==> src/rtl/mdu_pkg.sv <==
// -----------------------------------------------------------------------------
// mdu_pkg
// Shared types and helpers for the iterative RV32M multiply/divide unit.
//   mdu_op_e    : operation codes, identical to the RV32M funct3 encoding
//   mdu_state_e : controller states IDLE -> CALC -> DONE
//   is_div / is_rem / a_signed / b_signed : operation classification helpers
// -----------------------------------------------------------------------------
package mdu_pkg;

    localparam int MDU_OP_LENGTH = 3;

    typedef enum logic [2:0] {
        OP_MUL    = 3'b000,
        OP_MULH   = 3'b001,
        OP_MULHSU = 3'b010,
        OP_MULHU  = 3'b011,
        OP_DIV    = 3'b100,
        OP_DIVU   = 3'b101,
        OP_REM    = 3'b110,
        OP_REMU   = 3'b111
    } mdu_op_e;

    typedef enum logic [1:0] {
        IDLE = 2'd0,
        CALC = 2'd1,
        DONE = 2'd2
    } mdu_state_e;

    // Divide family (quotient or remainder).
    function automatic logic is_div(input mdu_op_e op);
        return (op == OP_DIV) || (op == OP_DIVU) || (op == OP_REM) || (op == OP_REMU);
    endfunction

    // Remainder-producing operations.
    function automatic logic is_rem(input mdu_op_e op);
        return (op == OP_REM) || (op == OP_REMU);
    endfunction

    // rs1 interpreted as two's complement. MUL is treated as unsigned since
    // the low half of the product does not depend on operand signedness.
    function automatic logic a_signed(input mdu_op_e op);
        return (op == OP_MULH) || (op == OP_MULHSU) || (op == OP_DIV) || (op == OP_REM);
    endfunction

    // rs2 interpreted as two's complement (MULHSU keeps rs2 unsigned).
    function automatic logic b_signed(input mdu_op_e op);
        return (op == OP_MULH) || (op == OP_DIV) || (op == OP_REM);
    endfunction

endpackage

==> src/rtl/mdu_negate.sv <==
// -----------------------------------------------------------------------------
// mdu_negate
// Combinational conditional two's complement: out = neg ? -in : in.
// Used for operand magnitude extraction and final result sign fixup.
//   in  [W-1:0] : value
//   neg         : 1 = negate
//   out [W-1:0] : result (modulo 2^W)
// -----------------------------------------------------------------------------
module mdu_negate #(
    parameter int W = 32
) (
    input  logic [W-1:0] in,
    input  logic         neg,
    output logic [W-1:0] out
);

    assign out = neg ? (~in + {{(W-1){1'b0}}, 1'b1}) : in;

endmodule

==> src/rtl/mdu_iterative.sv <==
// -----------------------------------------------------------------------------
// mdu_iterative
// Iterative RV32M multiply/divide unit with valid/ready handshake.
// Multiplies use a radix-2 unsigned shift-add on operand magnitudes, divides
// use restoring division; signs are re-applied in the final iteration.
// Divide-by-zero and signed overflow are resolved at accept time.
//   clk, reset (async, active-high), flush (sync abort)
//   in_valid / in_ready      : request handshake (in_ready only in IDLE)
//   Operation [OP_LENGTH-1:0]: funct3 code (see mdu_op_e)
//   SrcA, SrcB               : rs1, rs2
//   out_valid / out_ready    : result handshake, Result held until taken
//   Result [DATA_WIDTH-1:0]  : registered result
//   busy                     : unit not in IDLE
// -----------------------------------------------------------------------------
module mdu_iterative
    import mdu_pkg::*;
#(
    parameter int DATA_WIDTH = 32,
    parameter int OP_LENGTH  = 3
) (
    input  logic                  clk,
    input  logic                  reset,
    input  logic                  flush,
    input  logic                  in_valid,
    output logic                  in_ready,
    input  logic [OP_LENGTH-1:0]  Operation,
    input  logic [DATA_WIDTH-1:0] SrcA,
    input  logic [DATA_WIDTH-1:0] SrcB,
    output logic                  out_valid,
    input  logic                  out_ready,
    output logic [DATA_WIDTH-1:0] Result,
    output logic                  busy
);

    localparam int W     = DATA_WIDTH;
    localparam int CNT_W = $clog2(DATA_WIDTH + 1);
    localparam logic [W-1:0]     MIN_C      = {1'b1, {(W-1){1'b0}}};
    localparam logic [CNT_W-1:0] LAST_CNT_C = CNT_W'(DATA_WIDTH - 1);
    localparam logic [CNT_W-1:0] ONE_CNT_C  = CNT_W'(1);

    // State
    mdu_state_e      state_r;
    mdu_op_e         op_r;
    logic            sa_r;
    logic            sb_r;
    logic [W-1:0]    op_a_r;      // |rs1|: multiplicand
    logic [W-1:0]    op_b_r;      // |rs2|: divisor
    logic [2*W-1:0]  acc_r;       // mul: {partial, multiplier}; div: low half = dividend/quotient
    logic [W-1:0]    rem_r;       // partial remainder
    logic [CNT_W-1:0] cnt_r;
    logic [W-1:0]    result_r;
    logic            out_valid_r;

    // Request decode
    mdu_op_e         op_in_s;
    logic            neg_a_in_s;
    logic            neg_b_in_s;
    logic [W-1:0]    abs_a_s;
    logic [W-1:0]    abs_b_s;
    logic            accept_s;
    logic            div_zero_s;
    logic            ovf_s;
    logic            special_s;
    logic [W-1:0]    special_result_s;

    // Iteration datapath
    logic [W:0]      mul_sum_s;
    logic [2*W-1:0]  mul_next_s;
    logic [W:0]      rem_shift_s;
    logic [W:0]      trial_s;
    logic            div_ge_s;
    logic [W-1:0]    rem_next_s;
    logic [W-1:0]    quo_next_s;
    logic [2*W-1:0]  acc_next_s;
    logic [2*W-1:0]  prod_fix_s;
    logic [W-1:0]    quo_fix_s;
    logic [W-1:0]    rem_fix_s;
    logic [W-1:0]    final_result_s;

    assign op_in_s    = mdu_op_e'(Operation);
    assign neg_a_in_s = a_signed(op_in_s) & SrcA[W-1];
    assign neg_b_in_s = b_signed(op_in_s) & SrcB[W-1];

    assign in_ready  = (state_r == IDLE) && !flush;
    assign accept_s  = in_valid && in_ready;
    assign busy      = (state_r != IDLE);
    assign out_valid = out_valid_r;
    assign Result    = result_r;

    mdu_negate #(.W(W)) u_abs_a (.in(SrcA), .neg(neg_a_in_s), .out(abs_a_s));
    mdu_negate #(.W(W)) u_abs_b (.in(SrcB), .neg(neg_b_in_s), .out(abs_b_s));

    assign div_zero_s = is_div(op_in_s) && (SrcB == {W{1'b0}});
    assign ovf_s      = ((op_in_s == OP_DIV) || (op_in_s == OP_REM)) &&
                        (SrcA == MIN_C) && (SrcB == {W{1'b1}});

    // Preset result for cases that bypass the iteration.
    always_comb begin
        special_s        = 1'b0;
        special_result_s = {W{1'b0}};
        if (div_zero_s) begin
            special_s        = 1'b1;
            special_result_s = is_rem(op_in_s) ? SrcA : {W{1'b1}};
        end else if (ovf_s) begin
            special_s        = 1'b1;
            special_result_s = is_rem(op_in_s) ? {W{1'b0}} : MIN_C;
        end else begin
            special_s        = 1'b0;
            special_result_s = {W{1'b0}};
        end
    end

    // Shift-add step: add multiplicand when the current multiplier bit is set,
    // then shift the whole accumulator right including the carry.
    assign mul_sum_s  = {1'b0, acc_r[2*W-1:W]} + (acc_r[0] ? {1'b0, op_a_r} : {(W+1){1'b0}});
    assign mul_next_s = {mul_sum_s, acc_r[W-1:1]};

    // Restoring step. The shifted remainder is below 2*divisor, so the
    // borrow bit of the W+1-bit trial subtraction alone decides the quotient bit.
    assign rem_shift_s = {rem_r, acc_r[W-1]};
    assign trial_s     = rem_shift_s - {1'b0, op_b_r};
    assign div_ge_s    = ~trial_s[W];
    assign rem_next_s  = div_ge_s ? trial_s[W-1:0] : rem_shift_s[W-1:0];
    assign quo_next_s  = {acc_r[W-2:0], div_ge_s};
    assign acc_next_s  = is_div(op_r) ? {{W{1'b0}}, quo_next_s} : mul_next_s;

    mdu_negate #(.W(2*W)) u_fix_prod (.in(mul_next_s), .neg(sa_r ^ sb_r), .out(prod_fix_s));
    mdu_negate #(.W(W))   u_fix_quo  (.in(quo_next_s), .neg(sa_r ^ sb_r), .out(quo_fix_s));
    mdu_negate #(.W(W))   u_fix_rem  (.in(rem_next_s), .neg(sa_r),        .out(rem_fix_s));

    // Result selection for the last iteration.
    always_comb begin
        final_result_s = {W{1'b0}};
        case (op_r)
            OP_MUL:                          final_result_s = prod_fix_s[W-1:0];
            OP_MULH, OP_MULHSU, OP_MULHU:    final_result_s = prod_fix_s[2*W-1:W];
            OP_DIV, OP_DIVU:                 final_result_s = quo_fix_s;
            OP_REM, OP_REMU:                 final_result_s = rem_fix_s;
            default:                         final_result_s = {W{1'b0}};
        endcase
    end

    // Controller and datapath registers.
    always_ff @(posedge clk or posedge reset) begin
        if (reset) begin
            state_r     <= IDLE;
            op_r        <= OP_MUL;
            sa_r        <= 1'b0;
            sb_r        <= 1'b0;
            op_a_r      <= {W{1'b0}};
            op_b_r      <= {W{1'b0}};
            acc_r       <= {(2*W){1'b0}};
            rem_r       <= {W{1'b0}};
            cnt_r       <= {CNT_W{1'b0}};
            result_r    <= {W{1'b0}};
            out_valid_r <= 1'b0;
        end else if (flush) begin
            // Result intentionally keeps its last value.
            state_r     <= IDLE;
            out_valid_r <= 1'b0;
            cnt_r       <= {CNT_W{1'b0}};
        end else begin
            case (state_r)
                IDLE: begin
                    if (accept_s) begin
                        op_r   <= op_in_s;
                        sa_r   <= neg_a_in_s;
                        sb_r   <= neg_b_in_s;
                        op_a_r <= abs_a_s;
                        op_b_r <= abs_b_s;
                        acc_r  <= {{W{1'b0}}, (is_div(op_in_s) ? abs_a_s : abs_b_s)};
                        rem_r  <= {W{1'b0}};
                        cnt_r  <= {CNT_W{1'b0}};
                        if (special_s) begin
                            result_r    <= special_result_s;
                            out_valid_r <= 1'b1;
                            state_r     <= DONE;
                        end else begin
                            state_r <= CALC;
                        end
                    end
                end
                CALC: begin
                    acc_r <= acc_next_s;
                    rem_r <= rem_next_s;
                    if (cnt_r == LAST_CNT_C) begin
                        cnt_r       <= {CNT_W{1'b0}};
                        result_r    <= final_result_s;
                        out_valid_r <= 1'b1;
                        state_r     <= DONE;
                    end else begin
                        cnt_r <= cnt_r + ONE_CNT_C;
                    end
                end
                DONE: begin
                    if (out_ready) begin
                        out_valid_r <= 1'b0;
                        state_r     <= IDLE;
                    end
                end
                default: begin
                    out_valid_r <= 1'b0;
                    state_r     <= IDLE;
                end
            endcase
        end
    end

endmodule

==> config.mk <==
export PLATFORM = sky130hd
export DESIGN_NAME = mdu_iterative
export DESIGN_NICKNAME = d
export VERILOG_FILES = /design/src/rtl/mdu_pkg.sv /design/src/rtl/mdu_negate.sv /design/src/rtl/mdu_iterative.sv
export SDC_FILE = /design/constraint.sdc
export NUM_CORES = 1
export LEC_CHECK = 0
export BUFFER_PORTS_ARGS = -buffer_cell sky130_fd_sc_hd__buf_2
export CAP_MARGIN = 20
export CELL_PAD_IN_SITES_DETAIL_PLACEMENT = 1
export CELL_PAD_IN_SITES_GLOBAL_PLACEMENT = 2
export CORE_ASPECT_RATIO = 0.9
export CORE_MARGIN = 3
export CORE_UTILIZATION = 37
export DETAILED_ROUTE_END_ITERATION = 10
export PLACE_DENSITY_LB_ADDON = 0.1
export REMOVE_ABC_BUFFERS = 1
export SLEW_MARGIN = 5
export SYNTH_ARGS = -nofsm -noshare
export SYNTH_HDL_FRONTEND = slang
export SYNTH_SLANG_ARGS = --single-unit
==> constraint.sdc <==
create_clock -name clk -period 7.61 [get_ports clk]
set_input_delay 0.3805 -clock clk [delete_from_list [all_inputs] [get_ports clk]]
set_output_delay 0.3805 -clock clk [all_outputs]
set_load 0.05 [all_outputs]
# Word level (Yosys, flattened, before mapping)
# Cells that the tools add are included.
[totals] elab_cells=128 output_inout_bits=35 register_bits=206 in_bits=72
[classes] n_bitwise=10 reduce_logical=34 n_eq_ne=25 add_sub_neg=8 mux=40
[ops] operator="two-way mux 32 bit" count=15
[ops] operator="two-way mux 64 bit" count=3
[ops] operator="adder 32 x 1 -> 32 bit (second input constant)" count=4
[ops] operator="inverter 32 bit" count=4
[ops] operator="one-hot mux 32 bit (2 select lines)" count=2
[ops] operator="one-hot mux 32 bit (4 select lines)" count=1
[ops] operator="one-hot mux 64 bit (2 select lines)" count=1
[ops] operator="adder 64 x 1 -> 64 bit (second input constant)" count=1
[ops] operator="equality test 32 bit (second input constant)" count=2
[ops] operator="inverter 64 bit" count=1
[ops] operator="adder 32 x 32 -> 33 bit" count=1
[ops] operator="subtractor 33 x 32 -> 33 bit" count=1
[ops] operator="logical NOT 32 bit" count=1
[ops] operator="equality test 3 bit (second input constant)" count=8
[ops] operator="two-way mux 6 bit" count=3
[ops] operator="logical OR 1 bit" count=13
[ops] operator="!= test 3 bit (second input constant)" count=4
[ops] operator="one-hot mux 6 bit (2 select lines)" count=1
[ops] operator="two-way mux 2 bit" count=5
[ops] operator="equality test 3 x 2 -> 1 bit (second input constant)" count=3
[ops] operator="AND reduction 3 bit" count=3
[ops] operator="two-way mux 1 bit" count=7
[ops] operator="adder 6 x 1 -> 6 bit (second input constant)" count=1
[ops] operator="equality test 3 x 1 -> 1 bit (second input constant)" count=2
[ops] operator="20 further kinds" count=30

# Longest topological paths before layout
# Gate-level depths: netlist of the first run.
[depth] word_depth=10 ltp_mapped=27 depth_no_buf=24

# Hierarchy
# A second synthesis of the first run with hierarchy kept.
[hier_totals] hier_cells=2215 hier_area_um2=18904.4
[by_module_without_submodules] module="mdu_iterative" n_inst=1 area_each_um2=14147.3 seq_area_each_um2=5154.9 cells_per_inst=1613
[by_module_without_submodules] module="mdu_negate (u_abs_a ...)" n_inst=4 area_each_um2=777.0 seq_area_each_um2=0.0 cells_per_inst=99
[by_module_without_submodules] module="mdu_negate (u_fix_prod)" n_inst=1 area_each_um2=1649.1 seq_area_each_um2=0.0 cells_per_inst=206

# Least setup slack after synthesis of the first run
# No wires, ideal clock.
[synth_path] path_kind="register to register" start="reg acc_r[31]" end="reg result_r[28] (netlist: Result[28])" n_path_buf=3 arrival_ps=5184 period_less_slack_ps=5262 setup_time_ps=78 required_time_ps=7532 setup_slack_ps=2348 path_stages_with_launch=27 cell_sequence="dfrtp_1 inv_1 ha_1 fa_1 nor2b_1 o31a_1 o21ai_2 a21oi_1 and3_1 clkbuf_1 nor2_4 inv_2 buf_2 buf_2 nor2_1 a21oi_1 ha_1 inv_1 or3_1 or4_1 nor3_1 o21ai_0 o41a_1 nor4_1 mux2i_1 nand2_1 a21oi_1"
[synth_via] elab_chain_len=8 word_cells_on_any_way=15 cone_classes="add/sub: 4; mux: 7; bitwise: 4"
[synth_lines] element="start, declared" line="mdu_iterative.sv:48" rtl="logic [2*W-1:0] acc_r;"
[synth_lines] element="start signal, assigned" line="mdu_iterative.sv:152" rtl="acc_r <= {(2*W){1'b0}};"
[synth_lines] element="start signal, assigned" line="mdu_iterative.sv:171" rtl="acc_r <= {{W{1'b0}}, (is_div(op_in_s) ? abs_a_s : abs_b_s)};"
[synth_lines] element="start signal, assigned" line="mdu_iterative.sv:184" rtl="acc_r <= acc_next_s;"
[synth_lines] element="subtractor 33 x 32 -> 33 bit" line="mdu_iterative.sv:121" rtl="assign trial_s = rem_shift_s - {1'b0, op_b_r};"
[synth_lines] element="two-way mux 32 bit or inverter 1 bit (tied branches)" line="mdu_iterative.sv:123, mdu_iterative.sv:122"
[synth_lines] element="inverter 32 bit" line="mdu_negate.sv:17" rtl="assign out = neg ? (~in + {{(W-1){1'b0}}, 1'b1}) : in;"
[synth_lines] element="adder 32 x 1 -> 32 bit" line="mdu_negate.sv:17"
[synth_lines] element="two-way mux 32 bit" line="mdu_negate.sv:17"
[synth_lines] element="one-hot mux 32 bit (4 select lines) *" line="mdu_iterative.sv:134" rtl="case (op_r)"
[synth_lines] element="two-way mux 32 bit *" line="mdu_iterative.sv:186" rtl="if (cnt_r == LAST_CNT_C) begin"
[synth_lines] element="one-hot mux 32 bit (2 select lines) *" line="mdu_iterative.sv:163" rtl="case (state_r)"
[synth_lines] element="end signal, assigned" line="mdu_iterative.sv:155" rtl="result_r <= {W{1'b0}};"
[synth_lines] element="end signal, assigned" line="mdu_iterative.sv:175" rtl="result_r <= special_result_s;"
[synth_lines] element="end signal, assigned" line="mdu_iterative.sv:188" rtl="result_r <= final_result_s;"
[synth_lines] element="end, declared" line="mdu_iterative.sv:51" rtl="logic [W-1:0] result_r;"
# Mark *: on every way between the ends. The rest lies on a longest branch, timed or not. The select of a mux whose other input is x is not followed.
# A chain may end at the register's enable or synchronous reset.

# Final worst setup path of the first run
# Ends and elaborated chain as after synthesis.

==> summary.md, run 1 <==
| Metric | Value |
|---|---|
| Result of the run | completed |
| Global-route wire length before repair | 127 mm |
| Maximum number of pins on one net before global-route repair | 94 |
| Clock sink count | between 200 and 250 |
| Total of flip-flops plus latches after synthesis | roughly 200 |
| CP delay by family, top | simple AND/OR/NAND/NOR gates |
| Origin of the worst setup path | acc_r[31] |
| Total clock buffers created by CTS | 29 |
| Yosys cell types | 99 |
| Initial antenna violation count | 3 |
| Peak supply drop | between 400 and 500 uV |
| Category of the worst setup path capture point | register |
| Gate count after technology mapping | between 2000 and 3000 |
| Max Buffers Root-to-Sink | 3 |
| FF-to-FF setup slack | about 1.2 ns |
| PortBufs | roughly 110 |
| Destination of the worst register-to-register timing path | Result[28] |
| Final-layout worst hold slack | 0.125 ns |
| Shortest period the worst path allows | 6.39 ns |
| Total length of routed wires | about 85 mm |
| Num rows | 78 |
| Switching share of power | between 50% and 60% |
| Final setup fails | 0 |
| Area enclosed by the die boundary | 54600 um2 |
| Number of maximum-capacitance violations | 0 |
| Number of synthesized flops with an enable pin | 0 |
| Post-layout total power | about 0.010 W |
| Root cell of the clock tree | clkbuf_16 |
| Slowest stage delay, CP | about 0.55 ns |
| Via count | 19900 |
| Max Fanout on Critical Path | a little over 40 |
| Power density relative to cell area | around 490 nW/um2 |
| CP bufs+invs | 3 |
| Share of the clock period used by the worst path after layout | a little over four fifths |
| Leakage component of the power | 9.04 nW |
| Total number of nets in the final design | 2673 |
| Commonest register cell after synthesis | dfrtp_1 |
| Launching element type of the critical path | register |
| Placed Instances | about 3200 |
| Router iterations before antenna repair | 5 |
| Filler cell count in the final layout | roughly 6300 |
| Reg2Reg Launch Point | acc_r[31] |
| Total Neg Setup Slack | 0 ns |
| Finished Layout Cells | 3230 |
| Critical path, cell by cell | inv_1 > ha_1 > fa_1 > nor2b_1 > o31a_1 > o21ai_2 > a21oi_1 > and3_1 > nor2_4 > inv_2 > nor2_1 > a21oi_1 > ha_1 > inv_1 > or3_1 > or4_1 > nor3_1 > o21ai_0 > o41a_1 > nor4_1 > mux2i_1 > nand2_1 > a21oi_1 |
| Via count of the first global-routing pass | ~20000 |
| Vias/cell | approximately 6 |
| Sequential cell fraction of total power | between 15 and 20% |
| Initial core utilization | between 30% and 40% |
| Leading post-synthesis cells by instance count | nand2_1 (320), o21ai_0 (268), nor2_1 (218) |
| Cell-internal power | ~0.0046 W |
| Horizontal die dimension | ~250 um |
| Source-to-sink clock delay at the later pin of the worst-skew pair | about 0.60 ns |
| RSZ-0062 raised after global routing | false |
| Detail Placement HPWL | between 60 and 70 mm |
| Path depth of the worst reg2reg path | 23 |
| CTS tree | yes |
| Async set-reset flop share out of synthesis | between 90% and 100% |
| Power share of the combinational group | 67.6% |
| Max H-tree Level | 1 |
| Post-synth top area cell | dfrtp_1 |
| Antenna viol nets, final | 0 |
| Post-CTS Resized | 0 |
| Worst Clk Skew | ~0.015 ns |
| Library cell with the highest instance count after synthesis | nand2_1 |
| Number of DRC markers after the initial detailed-route iteration | between 1500 and 2000 |
| Register area share after synthesis | between 20 and 30% |
| Total standard cell area after synthesis | approximately 19000 um2 |
| Clock-pin slew reported for the worst setup and hold paths after clock tree synthesis | roughly 0.06 ns |
| Max Clk Rate | between 150 and 200 MHz |
| Clock power frac | 14.6% |
| Global Route Usage Sum | between 30% and 40% |
| Fraction of final layout cells sized beyond drive strength 1 | under 10% |
| Number of placed I/O pins | between 100 and 150 |
| Area grow syn2layout | 10.8% |
| Class of the most critical setup path | register to register |
| Switching component of the power | approximately 0.0057 W |
| Wire length per cell | approximately 26 um |
| Total number of yosys warnings | 0 |
| Drt drc | 0 |
| Most Frequent Cell on Critical Path | a21oi_1 |
| Global placer's final weighted congestion | 0.942 |
| Measured slew at the worst slew-check pin | roughly 1.1 ns |
| Endpoints failing hold | 0 |
| Worst Hold Class | primary input to register |
| Die extent in y | between 200 and 250 um |
| Max-slew violation count | 0 |
| Area of the core region | a little over 50000 um2 |
| Crit path max-delay cell type | inv_2 |
| Post-Synthesis Mean Instance Area | 7.62 um2 |
| WP depth | 23 |
| Data arrival time of the critical path | 6.91 ns |
| Required time of the critical path | 8.13 ns |
| Crit path capture | Result[28] |
| Gr ovfl total | 0 |
| Cells taking the most area after synthesis | dfrtp_1 (27%), o21ai_0 (7.0%), nand2_1 (6.3%) |
| Proportion of netlist area held by the largest area contributor | a little over a quarter |
| Slew HR | about a quarter |
## through the flow
stage | utilization [%] | instance area (um2) | setup slack (ns)
final | 41.8 | 21300 | 1.22
after global routing | 41.8 | 21300 | 0.732
after CTS | 41.8 | 21200 | 1.35
after detailed placement | 39.7 | 20200 | 1.39
after global placement | 39.7 | 20200 | 1.62
after floorplan | - | 18500 | 1.61
## layer usage
metal  part of all wire, %  GRT usage [%]  wire length (um)
met5                     0              0                 0
met4                   4.0           10.8              3430
met3                   8.2           7.35              7000
met2                    42           44.6             35300
met1                    46           43.2             39300
## power groups by stage
stage	clock (W)	sequential [W]	combinational, W
6_report	0.00150	0.00184	0.00697
2_1_floorplan	0	0.00199	0.00446
3_3_place_gp	0	0.00183	0.00670
4_1_cts	0.00152	0.00183	0.00684
3_5_place_dp	0	0.00185	0.00680
5_1_grt	0.00156	0.00189	0.00753
## sequential cells by signal, summed over array words and instances (netlist names)
register,cells
acc_r,64
Result,32
op_a_r,32
op_b_r,32
rem_r,32
cnt_r,6
op_r,3
state_r,2
out_valid,1
sa_r,1
sb_r,1
## layout make-up
class                      instances  area, um2  share of cell area [%]
multi-input combinational       2074      13100                    61.8
sequential                       206       5160                    24.3
tap                              680        851                    4.00
clock buffer                      37        806                    3.79
timing repair buffer             141        803                    3.78
inverter                          76        293                    1.38
clock inverter                    15        210                   0.989
antenna                            1       2.50                  0.0118
## kinds of logic (layout without fill, tap and decap cells)
group | Yosys count | in the layout | synth area share (%)
simple gates | 902 | 902 | 22.8
compound gates | 800 | 800 | 26.3
buf+inv | 240 | 269 | 4.94
xor+xnor | 209 | 209 | 9.54
flops | 206 | 206 | 26.9
mux | 90 | 90 | 4.69
fa+ha+maj | 73 | 73 | 4.84
other cells | 0 | 1 | 0
## cells in the final DEF (no fill, tap or decap), drive strengths merged, types with 11 or more instances in the layout
master and n:
o21ai 290, o21a 13, inv 76, o22ai 15, o31ai 24, a211oi 28, nand3 30, nor2 220
nand2b 14, or4 13, nor2b 13, buf 137, a21oi 195, a31oi 42, or2 11, and3 14
nand4 31, nor4 39, clkbuf 38, a21o 29, nor3 66, or3 40, a22o 21, o211ai 18
o221ai 13, xor2 95, dfrtp 206, mux2i 90, nand2 320, xnor2 114, ha 71, and2 61
## timing repair
item / in CTS / in global routing
buffers inserted: 0 / 0
endpoints found under the hold margin: 61 / 0
hold buffers: 2 / 0
## worst min path at each step
stage / start / endpoint / slack [ns] / depth (start not counted)
2_1_floorplan: op_a_r[31] / op_a_r[31] / 0.44 / 2
5_1_grt: flush / state_r[1] / 0.16 / 2
6_report: flush / cnt_r[2] / 0.13 / 2
3_3_place_gp: op_a_r[31] / op_a_r[31] / 0.46 / 2
4_1_cts: flush / cnt_r[2] / 0.11 / 2
3_5_place_dp: op_a_r[31] / op_a_r[31] / 0.46 / 2
Note: power is estimated with default switching activity, not from simulation.
==> run 2, diff against run 1 <==
--- a/config.mk
+++ b/config.mk
@@ -11,7 +11,7 @@
 export CELL_PAD_IN_SITES_GLOBAL_PLACEMENT = 2
 export CORE_ASPECT_RATIO = 0.9
 export CORE_MARGIN = 3
-export CORE_UTILIZATION = 37
+export CORE_UTILIZATION = 34
 export DETAILED_ROUTE_END_ITERATION = 10
 export PLACE_DENSITY_LB_ADDON = 0.1
 export REMOVE_ABC_BUFFERS = 1
==> constraint.sdc (replaced) <==
create_clock -name clk -period 5.3 [get_ports clk]
set_input_delay 0.265 -clock clk [delete_from_list [all_inputs] [get_ports clk]]
set_output_delay 0.265 -clock clk [all_outputs]
set_load 0.05 [all_outputs]
==> run 2 against run 1 <==
  * Register-to-register slack got worse by 1.0 ns
  * Global-route usage fell by 1.6 points
  * Sequential power is 44% higher
  * Critical path depth unchanged
  * Maximum frequency up 25%
  * Final cell count up 4.1%
  * Sequential share of layout area shrank 0.76 points
  * Worst hold slack worse by 0.088 ns
  * Core utilization is 1.9 points lower
  * Critical path type unchanged
  * Highest routed layer is now met5
==> summary.md, run 2 (synthesis gave the netlist of run 1 again) <==
| Metric | Value |
|---|---|
| Result of the run | completed (unchanged) |
| Via count | 20000 (was 19900) |
| Class of the most critical setup path | register to register (unchanged) |
| Drt drc | 0 (unchanged) |
| Die extent in y | 231 um (was 222 um) |
| Post-layout total power | 0.0155 W (was 0.0103 W) |
| Global placer's final weighted congestion | 0.904 (was 0.942) |
| Antenna viol nets, final | 0 (unchanged) |
| Total length of routed wires | 87.4 mm (was 85.1 mm) |
| Horizontal die dimension | 256 um (was 246 um) |
| Wire length per cell | 26.0 um (was 26.3 um) |
| Most common cell after layout, fill and taps aside | nand2_1 (unchanged) |
| Max Clk Rate | 196 MHz (was 156 MHz) |
| Gr ovfl total | 0 (unchanged) |
| Category of the worst setup path capture point | register (unchanged) |
| Max Fanout on Critical Path | 6 (was 41) |
| Endpoints failing hold | 0 (unchanged) |
| Worst Hold Class | primary input to register (unchanged) |
| Share of the clock period used by the worst path after layout | 96.3% (was 84.0%) |
| Final setup fails | 0 (unchanged) |
| Root cell of the clock tree | clkbuf_16 (unchanged) |
| Setup ws final | 0.196 ns (was 1.22 ns) |
| Shortest period the worst path allows | 5.10 ns (was 6.39 ns) |
| Detail Placement HPWL | 67.8 mm (was 65.4 mm) |
| Max H-tree Level | 1 (unchanged) |
| Slew HR | 22.9% (was 26.3%) |
| Worst Clk Skew | 0.0233 ns (was 0.0147 ns) |
| Area of the core region | 55000 um2 (was 50800 um2) |
| Via count of the first global-routing pass | 20000 (was 20100) |
| Number of placed I/O pins | 107 (unchanged) |
| Max-slew violation count | 0 (unchanged) |
| Flip-flop count of the largest register, all copies and words added | 64 (unchanged) |
| Area grow syn2layout | 14.3% (was 10.8%) |
| Fraction of final layout cells sized beyond drive strength 1 | 13.0% (was 9.89%) |
| Source-to-sink clock delay at the later pin of the worst-skew pair | 0.59 ns (was 0.60 ns) |
| Initial antenna violation count | 3 (unchanged) |
| Num rows | 81 (was 78) |
| CTS tree | yes (unchanged) |
| Initial core utilization | 34.9% (was 37.7%) |
| Total clock buffers created by CTS | 28 (was 29) |
| Power density relative to cell area | 705 nW/um2 (was 485 nW/um2) |
| Measured slew at the worst slew-check pin | 1.15 ns (was 1.10 ns) |
| Filler cell count in the final layout | 6748 (was 6267) |
| Global Route Usage Sum | 28.8% (was 30.4%) |
| Clock-pin slew reported for the worst setup and hold paths after clock tree synthesis | 0.06 ns (about the same) |
| Count of inserted antenna diode cells | 0 (was 1) |
| RSZ-0062 raised after global routing | true (was false) |
| PortBufs | 106 (unchanged) |
| Total Neg Setup Slack | 0 ns (unchanged) |
| Global-route wire length before repair | 131 mm (was 127 mm) |
| Vias/cell | 5.96 (was 6.16) |
| Data arrival time of the critical path | 5.55 ns (was 6.91 ns) |
| Router iterations before antenna repair | 6 (was 5) |
| Peak supply drop | 393 uV (was 413 uV) |
| Maximum number of pins on one net before global-route repair | 104 (was 94) |
| Most frequent cells in the layout | nand2_1 (317), o21ai_0 (267), nor2_1 (217) (was nand2_1 (318), o21ai_0 (268), nor2_1 (217)) |
| Number of maximum-capacitance violations | 0 (unchanged) |
| Clock sink count | 206 (unchanged) |
| Leakage component of the power | 9.35 nW (was 9.04 nW) |
| Launching element type of the critical path | register (unchanged) |
| Number of DRC markers after the initial detailed-route iteration | 1543 (was 1687) |
| Max Buffers Root-to-Sink | 3 (unchanged) |
| Area enclosed by the die boundary | 59300 um2 (was 54600 um2) |
| FF-to-FF setup slack | 0.20 ns (was 1.22 ns) |
| Total number of nets in the final design | 2738 (was 2673) |
| Required time of the critical path | 5.75 ns (was 8.13 ns) |
| Dpl ws | 0.106 ns (was 1.39 ns) |
| Largest reg by FF count | acc_r (unchanged) |
[run 2: changes by cell type in the layout (fill, tap and decap cells not counted), sizes merged]
cell and delta:
diode -1, inv -2, dlymetal6s2s -1, clkinv +2
clkinvlp +4, clkbuf -4, buf +67
[run 2: critical path, cell delays in order, from the launching register on]
cell       delay, ns
dfrtp_1         0.35
inv_1           0.07
ha_2            0.20
fa_2            0.40
nor2b_4         0.15
o31a_1          0.21
o21ai_4         0.12
a2111oi_4       0.45
o41ai_4         0.14
nor2_4          0.23
inv_4           0.08
a21oi_2         0.17
ha_1            0.16
inv_1           0.05
or3_4           0.39
or4_4           0.51
nor3_2          0.11
o21ai_0         0.10
o41a_1          0.21
buf_4           0.19
nor4_2          0.30
mux2i_1         0.12
a31oi_1         0.18
o21ai_1         0.09
[run 2: layout make-up]
cell class	count	area [um2]	share of cell area [%]
tap	747	935	4.26
timing repair buffer	207	1310	5.99
sequential	206	5160	23.5
multi-input combinational	2074	13200	60.4
inverter	76	295	1.35
clock inverter	19	236	1.08
clock buffer	33	761	3.47
[run 2: through the flow]
step,cell area (um2),std cells,hold WS [ns],utilization (%)
after detailed placement,20700,3299,0.465,37.7
after CTS,21700,3353,0.0151,39.5
after global routing,21900,3362,0.0305,39.9
final,21900,3362,0.0374,39.9
after global placement,20700,3299,0.460,37.7
after floorplan,18500,2356,0.338,-
[run 2: per-layer routing]
layer | wire length (um) | vias up | global-route usage (%) | part of all wire [%]
met5 | 21 | - | 0 | 0.024
met4 | 2750 | 4 | 7.79 | 3.1
met3 | 6710 | 122 | 6.69 | 7.7
met2 | 36600 | 614 | 42.9 | 42
met1 | 41300 | 10000 | 41.5 | 47
li1 | - | 9270 | - | -
[run 2: repair_timing]
item                                   in CTS  in global routing
setup endpoints to repair                   0                  8
resized for setup                           0                 27
endpoints found under the hold margin     102                  0
setup buffers                               0                  7
hold buffers                                2                  0
[run 2: report_power, final]
group | switching, W | leakage [nW] | internal [W]
sequential | 0.000611 | 2.66 | 0.00204
combinational | 0.00691 | 6.20 | 0.00380
clock | 0.000846 | 0.481 | 0.00127
[run 2: worst paths after layout]
check	to	from	cells past startpoint
worst min-delay path	cnt_r[2]	flush	2
worst max register to register	Result[26]	acc_r[31]	23
min in group asynchronous	Result[25]	reset	3
worst max-delay path	Result[26]	acc_r[31]	23
worst min register to register	op_a_r[12]	op_a_r[12]	2
max in group asynchronous	cnt_r[4]	reset	4
